[config.mk]
export PLATFORM = sky130hd
export DESIGN_NAME = mult_session_ctrl
export DESIGN_NICKNAME = d
export VERILOG_FILES = /design/src/rtl/mult_ctrl_pkg.sv /design/src/rtl/mult_watchdog_timer.sv /design/src/rtl/mult_session_ctrl.sv
export SDC_FILE = /design/constraint.sdc
export NUM_CORES = 1
export LEC_CHECK = 0
export BUFFER_PORTS_ARGS = -buffer_cell sky130_fd_sc_hd__buf_2
export CAP_MARGIN = 25
export CORE_ASPECT_RATIO = 0.6
export CORE_UTILIZATION = 28
export DETAILED_ROUTE_END_ITERATION = 8
export PLACE_DENSITY = 0.63
export SETUP_SLACK_MARGIN = 0.2
export SYNTH_ARGS = -nofsm -noshare
export SYNTH_HDL_FRONTEND = slang
export SYNTH_SLANG_ARGS = --single-unit
[constraint.sdc]
create_clock -name clk_i -period 2.6 [get_ports clk_i]
set_input_delay 0.13 -clock clk_i [delete_from_list [all_inputs] [get_ports clk_i]]
set_output_delay 0.13 -clock clk_i [all_outputs]
set_load 0.005 [all_outputs]
[src/rtl/mult_ctrl_pkg.sv]
// Shared types and constants for the multiply-and-display session controller.
// Contents: FSM state enum, scroll offset width, default scroll bound and
// multiplier watchdog timeout.
package mult_ctrl_pkg;

  localparam int unsigned OFFSET_W            = 2;
  localparam int unsigned DEFAULT_MAX_OFFSET  = 2;
  localparam int unsigned DEFAULT_TIMEOUT_CYC = 64;

  typedef enum logic [2:0] {
    StIdle,
    StMult,
    StLoad,
    StShow,
    StErr
  } state_e;

endpackage

[src/rtl/mult_watchdog_timer.sv]
// Cycle counter that flags a multiply that has run too long.
// Ports:
//   clk_i      system clock
//   rst_ni     asynchronous active-low reset
//   run_i      high while the multiply is in progress; low clears the count
//   expired_o  high during the Timeout-th consecutive cycle of run_i
module mult_watchdog_timer #(
  parameter int unsigned Timeout = 64
) (
  input  logic clk_i,
  input  logic rst_ni,
  input  logic run_i,
  output logic expired_o
);

  localparam int unsigned CntW = (Timeout > 1) ? $clog2(Timeout) : 1;

  logic [CntW-1:0] cnt_q, cnt_d;

  always_comb begin
    cnt_d = '0;
    if (run_i) begin
      cnt_d = cnt_q + 1'b1;
    end
  end

  always_ff @(posedge clk_i or negedge rst_ni) begin
    if (!rst_ni) begin
      cnt_q <= '0;
    end else begin
      cnt_q <= cnt_d;
    end
  end

  // Count 0 is the first run cycle, so Timeout-1 marks the last allowed one.
  assign expired_o = run_i && (cnt_q == CntW'(Timeout - 1));

endmodule

[src/rtl/mult_session_ctrl.sv]
// Session controller for the signed multiply-and-display datapath: captures
// operands, runs the multiplier start/done handshake, pulses the shift
// register load and turns scroll requests into bounded shift commands.
// Optional build macro MULT_WATCHDOG_EN adds a multiply timeout that ends in
// an error state; without it the multiply waits indefinitely.
// Ports:
//   clk_i, rst_ni             clock, asynchronous active-low reset
//   start_req_i, clear_req_i  single-cycle session start / clear requests
//   shl_req_i, shr_req_i      single-cycle scroll left / right requests
//   num1_i, num2_i            raw operands
//   mult_done_i               multiplier done level
//   mult_start_o              multiplier start level, held during the multiply
//   op_a_o, op_b_o            latched operands
//   load_o                    one-cycle shift register load pulse
//   shift_en_o, shift_dir_o   one-cycle shift pulse, direction (1 = right)
//   offset_o                  current scroll offset
//   busy_o, result_valid_o    multiply in progress / result on display
//   error_o                   multiply timed out
// All outputs are registered.
module mult_session_ctrl
  import mult_ctrl_pkg::*;
#(
  parameter int unsigned OP_W        = 8,
  parameter int unsigned MAX_OFFSET  = DEFAULT_MAX_OFFSET,
  parameter int unsigned TIMEOUT_CYC = DEFAULT_TIMEOUT_CYC
) (
  input  logic                clk_i,
  input  logic                rst_ni,
  input  logic                start_req_i,
  input  logic                clear_req_i,
  input  logic                shl_req_i,
  input  logic                shr_req_i,
  input  logic [OP_W-1:0]     num1_i,
  input  logic [OP_W-1:0]     num2_i,
  input  logic                mult_done_i,
  output logic                mult_start_o,
  output logic [OP_W-1:0]     op_a_o,
  output logic [OP_W-1:0]     op_b_o,
  output logic                load_o,
  output logic                shift_en_o,
  output logic                shift_dir_o,
  output logic [OFFSET_W-1:0] offset_o,
  output logic                busy_o,
  output logic                result_valid_o,
  output logic                error_o
);

  localparam logic [OFFSET_W-1:0] MaxOff = OFFSET_W'(MAX_OFFSET);

  state_e state_q, state_d;
  logic   latch_ops;
  logic   wd_expired;

  logic                mult_start_q, mult_start_d;
  logic [OP_W-1:0]     op_a_q, op_a_d;
  logic [OP_W-1:0]     op_b_q, op_b_d;
  logic                load_q, load_d;
  logic                shift_en_q, shift_en_d;
  logic                shift_dir_q, shift_dir_d;
  logic [OFFSET_W-1:0] offset_q, offset_d;
  logic                busy_q, busy_d;
  logic                result_valid_q, result_valid_d;

`ifdef MULT_WATCHDOG_EN
  logic error_q, error_d;

  mult_watchdog_timer #(
    .Timeout (TIMEOUT_CYC)
  ) u_watchdog (
    .clk_i     (clk_i),
    .rst_ni    (rst_ni),
    .run_i     (state_q == StMult),
    .expired_o (wd_expired)
  );
`else
  assign wd_expired = 1'b0;
`endif

  // State register.
  always_ff @(posedge clk_i or negedge rst_ni) begin
    if (!rst_ni) begin
      state_q <= StIdle;
    end else begin
      state_q <= state_d;
    end
  end

  // Next-state logic; clear beats everything, done beats the watchdog.
  always_comb begin
    state_d   = state_q;
    latch_ops = 1'b0;
    if (clear_req_i) begin
      state_d = StIdle;
    end else begin
      unique case (state_q)
        StIdle, StShow, StErr: begin
          if (start_req_i) begin
            state_d   = StMult;
            latch_ops = 1'b1;
          end
        end
        StMult: begin
          if (mult_done_i) begin
            state_d = StLoad;
          end else if (wd_expired) begin
            state_d = StErr;
          end
        end
        StLoad:  state_d = StShow;
        default: state_d = StIdle;
      endcase
    end
  end

  // Output logic: next values of the registered outputs.
  always_comb begin
    mult_start_d   = (state_d == StMult);
    load_d         = (state_d == StLoad);
    busy_d         = (state_d == StMult) || (state_d == StLoad);
    result_valid_d = (state_d == StShow);
    op_a_d         = op_a_q;
    op_b_d         = op_b_q;
    offset_d       = offset_q;
    shift_en_d     = 1'b0;
    shift_dir_d    = 1'b0;
`ifdef MULT_WATCHDOG_EN
    error_d        = (state_d == StErr);
`endif
    if (clear_req_i) begin
      op_a_d   = '0;
      op_b_d   = '0;
      offset_d = '0;
    end else if (latch_ops) begin
      op_a_d = num1_i;
      op_b_d = num2_i;
    end else if (state_d == StLoad) begin
      offset_d = '0;
    end else if (state_q == StShow && (shl_req_i ^ shr_req_i)) begin
      // Simultaneous left and right cancel; requests at a bound are dropped.
      if (shl_req_i && offset_q < MaxOff) begin
        shift_en_d = 1'b1;
        offset_d   = offset_q + 1'b1;
      end else if (shr_req_i && offset_q != '0) begin
        shift_en_d  = 1'b1;
        shift_dir_d = 1'b1;
        offset_d    = offset_q - 1'b1;
      end
    end
  end

  always_ff @(posedge clk_i or negedge rst_ni) begin
    if (!rst_ni) begin
      mult_start_q   <= 1'b0;
      op_a_q         <= '0;
      op_b_q         <= '0;
      load_q         <= 1'b0;
      shift_en_q     <= 1'b0;
      shift_dir_q    <= 1'b0;
      offset_q       <= '0;
      busy_q         <= 1'b0;
      result_valid_q <= 1'b0;
    end else begin
      mult_start_q   <= mult_start_d;
      op_a_q         <= op_a_d;
      op_b_q         <= op_b_d;
      load_q         <= load_d;
      shift_en_q     <= shift_en_d;
      shift_dir_q    <= shift_dir_d;
      offset_q       <= offset_d;
      busy_q         <= busy_d;
      result_valid_q <= result_valid_d;
    end
  end

`ifdef MULT_WATCHDOG_EN
  always_ff @(posedge clk_i or negedge rst_ni) begin
    if (!rst_ni) begin
      error_q <= 1'b0;
    end else begin
      error_q <= error_d;
    end
  end
  assign error_o = error_q;
`else
  assign error_o = 1'b0;
`endif

  assign mult_start_o   = mult_start_q;
  assign op_a_o         = op_a_q;
  assign op_b_o         = op_b_q;
  assign load_o         = load_q;
  assign shift_en_o     = shift_en_q;
  assign shift_dir_o    = shift_dir_q;
  assign offset_o       = offset_q;
  assign busy_o         = busy_q;
  assign result_valid_o = result_valid_q;

endmodule

### After elaboration in Yosys (flattened, before gate mapping)

Index checks and enable logic that the tools add are counted.

* register bits: 27
* bits in latches: 0
* bits in writable memories: 0
* bits in read-only memories: 0
* input bits: 23
* output and inout port bits: 25
* logic and storage cells: 61
* memories: 0

* add/sub/neg operators: 2
* $mul: 0
* div/mod/pow operators: 0
* $lt $le $gt $ge: 1
* eq/ne operators: 8
* shifts and indexed selects: 0
* muxes and demuxes: 28
* bitwise logic cells: 1
* reductions and logical operators: 11

Operator list (count)
* 8-bit two-way mux: 4
* 1-bit two-way mux: 14
* 3-bit by 2-bit == test with 1-bit output (second input constant): 4
* 2-bit two-way mux: 6
* 3-bit two-way mux: 3
* 3-bit case mux with 3 select lines: 1
* 3-bit by 1-bit == test with 1-bit output (second input constant): 2
* 2-bit nonzero test: 2
* 4-bit nonzero test: 1
* 3-bit == test (second input constant): 1
* 1-bit logical AND: 3
* 3-bit zero test: 1
* 3-bit AND reduction: 1
* 3-bit nonzero test: 1
* 3-bit OR reduction: 1
* 2-bit by 1-bit adder with 2-bit output (second input constant): 1
* 2-bit < comparator (second input constant): 1
* 2-bit != test (second input constant): 1
* 2-bit by 1-bit subtractor with 2-bit output (second input constant): 1
* 1-bit logical OR: 1
* 1-bit bitwise XOR: 1

### Depth between registers and ports, before layout

Gate-level depths: netlist of run 1.

* word-level depth: 8
* depth in mapped cells: 6
* depth with buffers taken out: 4

### Worst setup path after synthesis of run 1

No wires, ideal clock.

* kind: register -> register
* start: reg state_q[2]
* end: reg op_a_q[0], in the netlist op_a_o[0]
* library setup time: 121 ps
* arrival: 1340 ps
* required time: 2479 ps
* setup slack: 1139 ps
* cell stages (with the launch flop): 7
* buffers on the path: 2
* period minus slack after synthesis: 1461 ps
* cells stage by stage: dfrtp_1 and3b_2 o21ai_4 and2b_1 buf_6 buf_8 a22o_1

* cells in the longest elaborated chain, start to end: 5
* elaborated cells on any way between the ends: 7
* those cells by class: 2 x eq/ne; 2 x mux; 3 x reduce/logical

Ends and longest elaborated chain
* start: declaration: RTL line mult_session_ctrl.sv:50 `state_e state_q, state_d;`
* start signal: assignment: RTL line mult_session_ctrl.sv:82 `state_q <= StIdle;`
* start signal: assignment: RTL line mult_session_ctrl.sv:84 `state_q <= state_d;`
* 3-bit by 2-bit == test with 1-bit output, or another cell as far along: RTL line mult_session_ctrl.sv:95 `unique case (state_q)`
* 3-bit OR reduction *: RTL line mult_session_ctrl.sv:95
* 1-bit two-way mux *: RTL line mult_session_ctrl.sv:95
* 1-bit two-way mux *: RTL line mult_session_ctrl.sv:92 `if (clear_req_i) begin`
* 2-bit nonzero test (no source line) *
* end signal: assignment: RTL line mult_session_ctrl.sv:164 `op_a_q <= op_a_d;`
* end: declaration: RTL line mult_session_ctrl.sv:55 `logic [OP_W-1:0] op_a_q, op_a_d;`

Every way passes the cells marked *; elsewhere a longest branch is shown, timed or not.
A chain may end at the register's enable or synchronous reset.

### Worst setup path in the final report of run 1

* start: reg state_q[2]
* end: reg offset_q[1], in the netlist offset_o[1]

* cells in the longest elaborated chain, start to end: 8
* elaborated cells on any way between the ends: 21
* those cells by class: 6 x eq/ne; 9 x mux; 6 x reduce/logical

Ends and longest elaborated chain
* 3-bit by 2-bit == test with 1-bit output, or another cell as far along: RTL line mult_session_ctrl.sv:95, mult_session_ctrl.sv:138
* 3-bit OR reduction: RTL line mult_session_ctrl.sv:95
* 3-bit case mux with 3 select lines: RTL line mult_session_ctrl.sv:95
* 3-bit two-way mux: RTL line mult_session_ctrl.sv:92
* 3-bit by 2-bit == test with 1-bit output: RTL line mult_session_ctrl.sv:136 `end else if (state_d == StLoad) begin`
* 2-bit two-way mux: RTL line mult_session_ctrl.sv:136
* 2-bit two-way mux: RTL line mult_session_ctrl.sv:133 `end else if (latch_ops) begin`
* 2-bit two-way mux: RTL line mult_session_ctrl.sv:129 `if (clear_req_i) begin`
* end signal: assignment: RTL line mult_session_ctrl.sv:169 `offset_q <= offset_d;`
* end: declaration: RTL line mult_session_ctrl.sv:60 `logic [OFFSET_W-1:0] offset_q, offset_d;`

Parallel ways exist; a longest one is shown, timed or not. The select of a mux whose other input is x is not followed.

==> results of run 1 <==
[state kept, by name (all words and copies together), names as in the netlist]
name,cells
result_valid_o,1
shift_en_o,1
offset_o,2
op_b_o,8
state_q,3
load_o,1
busy_o,1
shift_dir_o,1
op_a_o,8
mult_start_o,1
[power groups by stage]
stage	registers [mW]	logic, mW	clock network (mW)
CTS	0.465	0.122	0.233
global route	0.468	0.133	0.254
global placement	0.472	0.117	0
detailed placement	0.472	0.121	0
finish	0.465	0.120	0.228
floorplan	0.473	0.0647	0
[layer usage]
metal  global-route usage, %  vias up  wire, um
met1                   15.86      397      1155
met4                   2.924        0        28
met2                   17.36       35       960
li1                        -      401         -
met5                       0        -         0
met3                   3.273        6       161
[metrics by stage]
stage	setup WS (ns)	area, um^2
global placement	0.9828	1330
global route	0.7804	1385
detailed placement	0.8978	1330
CTS	0.8739	1385
floorplan	1.139	1085
finish	0.8653	1385
[kinds of logic (layout without fill, tap and decap cells)]
logic type             count (synthesis)  in the layout  synth area share [%]
buffers and inverters                  6             52                 4.382
AOI/OAI and AO/OA                     27             27                 20.76
other                                  1              1                0.3457
and+or+nand+nor                       23             23                 12.23
DFF                                   27             27                 62.28
[layout by cell type (no fill, tap or decap), types with 2 or more instances in the layout]
master                      n
sky130_fd_sc_hd__buf_2     46
sky130_fd_sc_hd__dfrtp_1   27
sky130_fd_sc_hd__a22o_1    16
sky130_fd_sc_hd__nor2_1     4
sky130_fd_sc_hd__nand2_1    4
sky130_fd_sc_hd__nor3_1     3
sky130_fd_sc_hd__clkbuf_8   3
sky130_fd_sc_hd__nand3b_1   2
sky130_fd_sc_hd__a21oi_1    2
sky130_fd_sc_hd__a211oi_1   2
sky130_fd_sc_hd__o21ai_0    2
[worst register-to-register path, stage by stage, from the launching register on]
cell and delay (ns):
sky130_fd_sc_hd__dfrtp_1 0.46, sky130_fd_sc_hd__and3b_2 0.33, sky130_fd_sc_hd__o21ai_4 0.08, sky130_fd_sc_hd__nor2_2 0.54, sky130_fd_sc_hd__a221o_1 0.27
[final timing paths]
check,from,end,slack [ns],cells past startpoint
max,state_q[2]$_DFF_PN0_,offset_o[1]$_DFFE_PN0P_,0.87,4
min,shl_req_i,shift_dir_o$_DFF_PN0_,0.08,2
max reg2reg,state_q[2]$_DFF_PN0_,offset_o[1]$_DFFE_PN0P_,0.87,4
min reg2reg,op_a_o[0]$_DFFE_PN0P_,op_a_o[0]$_DFFE_PN0P_,0.50,1
max in group asynchronous,rst_ni,offset_o[1]$_DFFE_PN0P_,1.83,2
min in group asynchronous,rst_ni,op_a_o[6]$_DFFE_PN0P_,0.39,2
[repair_timing]
| item | CTS | global route |
|---|---|---|
| setup buffers | 0 | 0 |
| endpoints found under the hold margin | 27 | 0 |
| hold buffers | 1 | 0 |
[layout make-up]
class / instances / area share [%]
clock buffer: 4 / 3.252
inverter: 1 / 0.2710
multi-input combinational: 51 / 26.11
sequential: 27 / 48.78
tap: 47 / 4.246
timing repair buffer: 47 / 17.34
==> impl_results.md, run 1 <==
* Worst-case hold slack at roughly 0.077 ns
* Post-layout net count at 154
* Required time at the endpoint of the critical path at 2.80 ns
* Util after Layout at 37.64%
* Share of post-route cells with drive strength above 1 at 41.54%
* Buffer and inverter count on the worst path at 0
* Reported net switching power at 196.7 uW
* Post-Route Skew at ~0.0031 ns
* Remaining Overflow, GRT at 0
* Total Neg Setup Slack at 0 ns
* Antenna Cells at 0
* Number of different library cells in the post-synthesis netlist at 30
* Worst IR drop on VDD at around 240 uV
* Top area cells in the synthesized netlist: sky130_fd_sc_hd__dfrtp_1 (62%), sky130_fd_sc_hd__a22o_1 (13%), sky130_fd_sc_hd__o21ai_4 (1.5%)
* Flops & latches, synth at 27
* Top-level I/O count at 48
* Cell with the most instances after synthesis: sky130_fd_sc_hd__dfrtp_1
* Setup violations, final at 0
* Post-synthesis async set-or-reset flop share at 100.0%
* Final-report max-slew violation count at 0
* Initial Utilization at 29.48%
* Vias in the first global route at 782
* Critical Path AT at slightly below 2 ns
* Final hold vios at 0
* Number of violations of the max-capacitance limit at 0
* Clock period minus final worst setup slack at 1.735 ns
* First-pass DRT Iterations at 6
* Pin count of the biggest net entering global routing at 28
* Layout-stage area growth over the synthesis result at 27.68%
* Final routed wire length divided by cell count at between 10 and 15 um
* DR vias/cell at around 4.7
* Number of enable flip-flop cells after synthesis at 0
* Area of combinational cells with multiple inputs at around 360 um^2
* Final period utilization at 66.72%
* Number of standard cells in the final layout excluding fillers at approximately 180
* IO buf count at 46
* Power Total at 812.2 uW
* Overall die width at a little over 80 um
* Area taken by flip-flops and latches at 675.6 um^2
* Post-synthesis cell type with the largest combined area: sky130_fd_sc_hd__dfrtp_1
* Synth Instances at between 80 and 90
* Final routed DRC violation total at 0
* Maximum fanout along the worst path at 17
* Std-Cell Core Area at 0.003680 mm^2
* Area of the mapped netlist at 0.001085 mm^2
* Startpoint types: flip-flop
* Std-Cell Rows at 17
* Switching power share of the total at 24.22%
* Antenna violations before repair at 0
* Worst stage delay on the critical path at 0.54 ns
* Clock network latency to the later pin of the worst-skew pair at 0.27 ns
* Combinational cell fraction of total power at 14.7%
* Clock Pin Slew Worst Setup and Hold Paths at about 0.080 ns
* Clock share of power at 28.0%
* Clock Root Buffer: sky130_fd_sc_hd__clkbuf_8
* Maximum clock frequency at 576.5 MHz
* Maximum number of buffers from clock root to sink at 2
* Yosys warns at 0
* Vertical die dimension at between 50 and 60 um
* Cell internal power dissipation at 615.5 uW
* Area share of the largest cell type after synthesis at 62.28%
* Worst relative slew slack at 53.84%
* Sequential power share at 57.2%
* Category of the most critical setup path: flip-flop to flip-flop
* Setup repair after global routing missed its margin: false
* DP Cell Count at 172
* Crit path max-delay family: simple AND/OR/NAND/NOR gates
* Count of nets left with antenna violations after detail routing at 0
* Post-synthesis area per instance at around 13 um^2
* Path type of the worst min-delay path: input pin to flip-flop
* Lkg Pwr at roughly 0.74 nW
* Critical Path Sink Type: flip-flop
* Cell breakdown of the critical path: and3b_2 > o21ai_4 > nor2_2 > a221o_1
* Top cells by count, synth: sky130_fd_sc_hd__dfrtp_1 (27), sky130_fd_sc_hd__a22o_1 (16), sky130_fd_sc_hd__nand2_1 (4), sky130_fd_sc_hd__nor2_1 (4), sky130_fd_sc_hd__nor3_1 (3)
* Total vias in the final route at about 840
* Wire length after detailed routing at 2305 um
* TritonCTS Sinks at 27
* Net count after synthesis at 107
* Run status: completed
* Overall fraction of global-route tracks in use at 11.40%
* Total number of H-tree levels at 1
* Number of buffers added by the clock tree synthesis step at 3
* Cell with the biggest individual delay on the critical path: sky130_fd_sc_hd__nor2_2
* Placed wire-length estimate after detailed placement at 1679 um
* Filler Cells Inserted at 371
* Wire length of the first global-routing pass at roughly 3600 um
* Flip-flop cell with the highest count after synthesis: sky130_fd_sc_hd__dfrtp_1
* TritonCTS clock tree: done
* Routability Congestion at 0.8474
* Tightest Pin Transition at 0.6917 ns
* 1st-iter DRT viols at 50
* Pwr/cell area at about 590 mW/mm^2
* Seq/Total Area, Yosys at between 60 and 70%
* Post-cts repair resize count at 0
* Die area at 0.004135 mm^2
Note: power is estimated with default switching activity, not from simulation.
==> run 2: changes to the inputs <==
--- a/config.mk
+++ b/config.mk
@@ -10,7 +10,7 @@
 export CORE_ASPECT_RATIO = 0.6
 export CORE_UTILIZATION = 28
 export DETAILED_ROUTE_END_ITERATION = 8
-export PLACE_DENSITY = 0.63
+export PLACE_DENSITY = 0.65
 export SETUP_SLACK_MARGIN = 0.2
 export SYNTH_ARGS = -nofsm -noshare
 export SYNTH_HDL_FRONTEND = slang
==> constraint.sdc (replaced) <==
create_clock -name clk_i -period 1.56 [get_ports clk_i]
set_input_delay 0.078 -clock clk_i [delete_from_list [all_inputs] [get_ports clk_i]]
set_output_delay 0.078 -clock clk_i [all_outputs]
set_load 0.005 [all_outputs]
==> run 2 against run 1 <==
Against the previous run: sequential cell count unchanged; worst setup slack worse by 0.80 ns; first-iteration DRC count stayed put; combinational power rose by 110%; cell area rose by 8.9%; fmax up 16%; global-route usage up 0.73 points; sequential power rose by 66%; final cell count is 4.5% higher; routed wire length grew 9.0%; hold slack worse by 0.045 ns; register-to-register slack got worse by 0.80 ns.
==> impl_results.md, run 2 (synthesis results as in run 1) <==
* Power Total at 1.407 mW (was 812.2 uW)
* Die area at 0.004135 mm^2 (unchanged)
* Startpoint types: flip-flop (unchanged)
* Worst IR drop on VDD at 381.5 uV (was 244.1 uV)
* Final routed DRC violation total at 0 (unchanged)
* Maximum clock frequency at 670.2 MHz (was 576.5 MHz)
* Worst R2R Path Depth at 5 (was 4)
* Lkg Pwr at 0.7970 nW (was 0.7367 nW)
* Pin count of the biggest net entering global routing at 28 (unchanged)
* Placed wire-length estimate after detailed placement at 1706 um (was 1679 um)
* Remaining Overflow, GRT at 0 (unchanged)
* Total number of H-tree levels at 1 (unchanged)
* Maximum number of buffers from clock root to sink at 2 (unchanged)
* Post-layout net count at 162 (was 154)
* Maximum fanout along the worst path at 5 (was 17)
* Path type of the worst min-delay path: input pin to flip-flop (unchanged)
* Clock Root Buffer: sky130_fd_sc_hd__clkbuf_8 (unchanged)
* TritonCTS clock tree: done (unchanged)
* Antenna violations before repair at 0 (unchanged)
* Category of the most critical setup path: flip-flop to flip-flop (unchanged)
* Total vias in the final route at 865 (was 839)
* Required time at the endpoint of the critical path at 1.72 ns (was 2.80 ns)
* Worst relative slew slack at 60.70% (was 53.84%)
* Critical Path Sink Type: flip-flop (unchanged)
* Overall fraction of global-route tracks in use at 12.13% (was 11.40%)
* Overall die width at 82.36 um (unchanged)
* Wire length of the first global-routing pass at 3767 um (was 3553 um)
* Final hold vios at 0 (unchanged)
* Antenna Cells at 0 (unchanged)
* Worst-case hold slack at 0.03126 ns (was 0.07670 ns)
* Final-report max-slew violation count at 0 (unchanged)
* Run status: completed (unchanged)
* Std-Cell Core Area at 0.003680 mm^2 (unchanged)
* 1st-iter DRT viols at 50 (unchanged)
* Commonest non-fill, non-tap cells in the layout: sky130_fd_sc_hd__buf_2 (46), sky130_fd_sc_hd__dfrtp_1 (27), sky130_fd_sc_hd__a22o_1 (16) (unchanged)
* Clock network latency to the later pin of the worst-skew pair at 0.27 ns (about the same)
* IO buf count at 46 (unchanged)
* Layout-stage area growth over the synthesis result at 38.99% (was 27.68%)
* Initial Utilization at 29.48% (unchanged)
* Setup violations, final at 0 (unchanged)
* Critical Path AT at 1.65 ns (was 1.94 ns)
* Pwr/cell area at 932.9 mW/mm^2 (was 586.4 mW/mm^2)
* Number of buffers added by the clock tree synthesis step at 3 (unchanged)
* Slack of the critical path at 0.06781 ns (was 0.8653 ns)
* Top-level I/O count at 48 (unchanged)
* Routability Congestion at 0.7640 (was 0.8474)
* Clock Pin Slew Worst Setup and Hold Paths at 0.08 ns (about the same)
* Count of nets left with antenna violations after detail routing at 0 (unchanged)
* First-pass DRT Iterations at 6 (unchanged)
* Vias in the first global route at 778 (was 782)
* TritonCTS Sinks at 27 (unchanged)
* Std-Cell Rows at 17 (unchanged)
* Number of violations of the max-capacitance limit at 0 (unchanged)
* Setup repair after global routing missed its margin: true (was false)
* DR vias/cell at 4.676 (was 4.740)
* Most frequent standard cell in the layout excluding fill and tap cells: sky130_fd_sc_hd__buf_2 (unchanged)
* Final period utilization at 95.65% (was 66.72%)
* Vertical die dimension at 50.22 um (unchanged)
* Tightest Pin Transition at 0.5895 ns (was 0.6917 ns)
* Clock period minus final worst setup slack at 1.492 ns (was 1.735 ns)
* Minimum setup slack after placement at -0.1066 ns (was 0.8978 ns)
* Hold Crit Depth at 2 (unchanged)
* Wire length after detailed routing at 2513 um (was 2305 um)
* Share of post-route cells with drive strength above 1 at 47.83% (was 41.54%)
* Final routed wire length divided by cell count at 13.58 um (was 13.02 um)
* Post-Route Skew at 0.002866 ns (was 0.003089 ns)
==> run 2: worst max-delay path, cell delays in order (launching register included) <==
cell and delay [ns]:
sky130_fd_sc_hd__dfrtp_1 0.43, sky130_fd_sc_hd__and3b_2 0.25, sky130_fd_sc_hd__o21ai_4 0.18, sky130_fd_sc_hd__nor2_4 0.08, sky130_fd_sc_hd__buf_12 0.14, sky130_fd_sc_hd__a221o_1 0.30
==> run 2: final timing paths <==
| check | slack [ns] | startpoint | to |
|---|---|---|---|
| setup / recovery | 0.07 | state_q[1]$_DFF_PN0_ | offset_o[1]$_DFFE_PN0P_ |
| hold / removal | 0.03 | shl_req_i | shift_dir_o$_DFF_PN0_ |
| setup reg to reg | 0.07 | state_q[1]$_DFF_PN0_ | offset_o[1]$_DFFE_PN0P_ |
| hold reg to reg | 0.50 | op_b_o[1]$_DFFE_PN0P_ | op_b_o[1]$_DFFE_PN0P_ |
| max in group asynchronous | 0.82 | rst_ni | op_b_o[3]$_DFFE_PN0P_ |
| min in group asynchronous | 0.35 | rst_ni | op_a_o[7]$_DFFE_PN0P_ |
==> run 2: layout make-up <==
type,count,area [um^2]
fillers,355,2172
inverters,1,3.754
well taps,47,58.81
repair buffers,55,347.8
multi-input cells,51,375.4
flip-flops and latches,27,675.6
clock inverters,1,5.005
clock buffers,3,41.29
==> run 2: metal layers <==
metal | share of wire (%) | vias to the layer above | GRT usage (%) | wire length (um)
met4 | 0.40 | 0 | 1.754 | 10
met2 | 47 | 27 | 18.73 | 1170
met1 | 46 | 420 | 16.88 | 1165
met5 | 0 | - | 0 | 0
met3 | 6.6 | 2 | 4.000 | 166
li1 | - | 416 | - | -
==> run 2: power by group <==
| part | internal [mW] | switching (mW) | leakage [nW] | total, mW |
|---|---|---|---|---|
| Clock | 0.179 | 0.204 | 0.0255 | 0.383 |
| Combinational | 0.134 | 0.117 | 0.406 | 0.251 |
| Sequential | 0.745 | 0.0277 | 0.365 | 0.773 |
==> run 2: timing repair <==
action,4_1_cts,5_1_grt
endpoints found under the hold margin,27,0
gates cloned,0,2
setup buffers,3,2
endpoints found under the setup margin,19,20
hold buffers,1,0
resized for setup,4,1
pin swaps,4,18
==> run 2: per-stage QoR <==
step                cell area (um^2)  instances  utilization [%]  TNS, ns
finish                          1508        185            40.97        0
global route                    1508        185            40.97        0
CTS                             1428        181            38.80        0
detailed placement              1338        173            36.35   -1.442
global placement                1338        173            36.35  -0.2304
floorplan                       1085         84                -        0
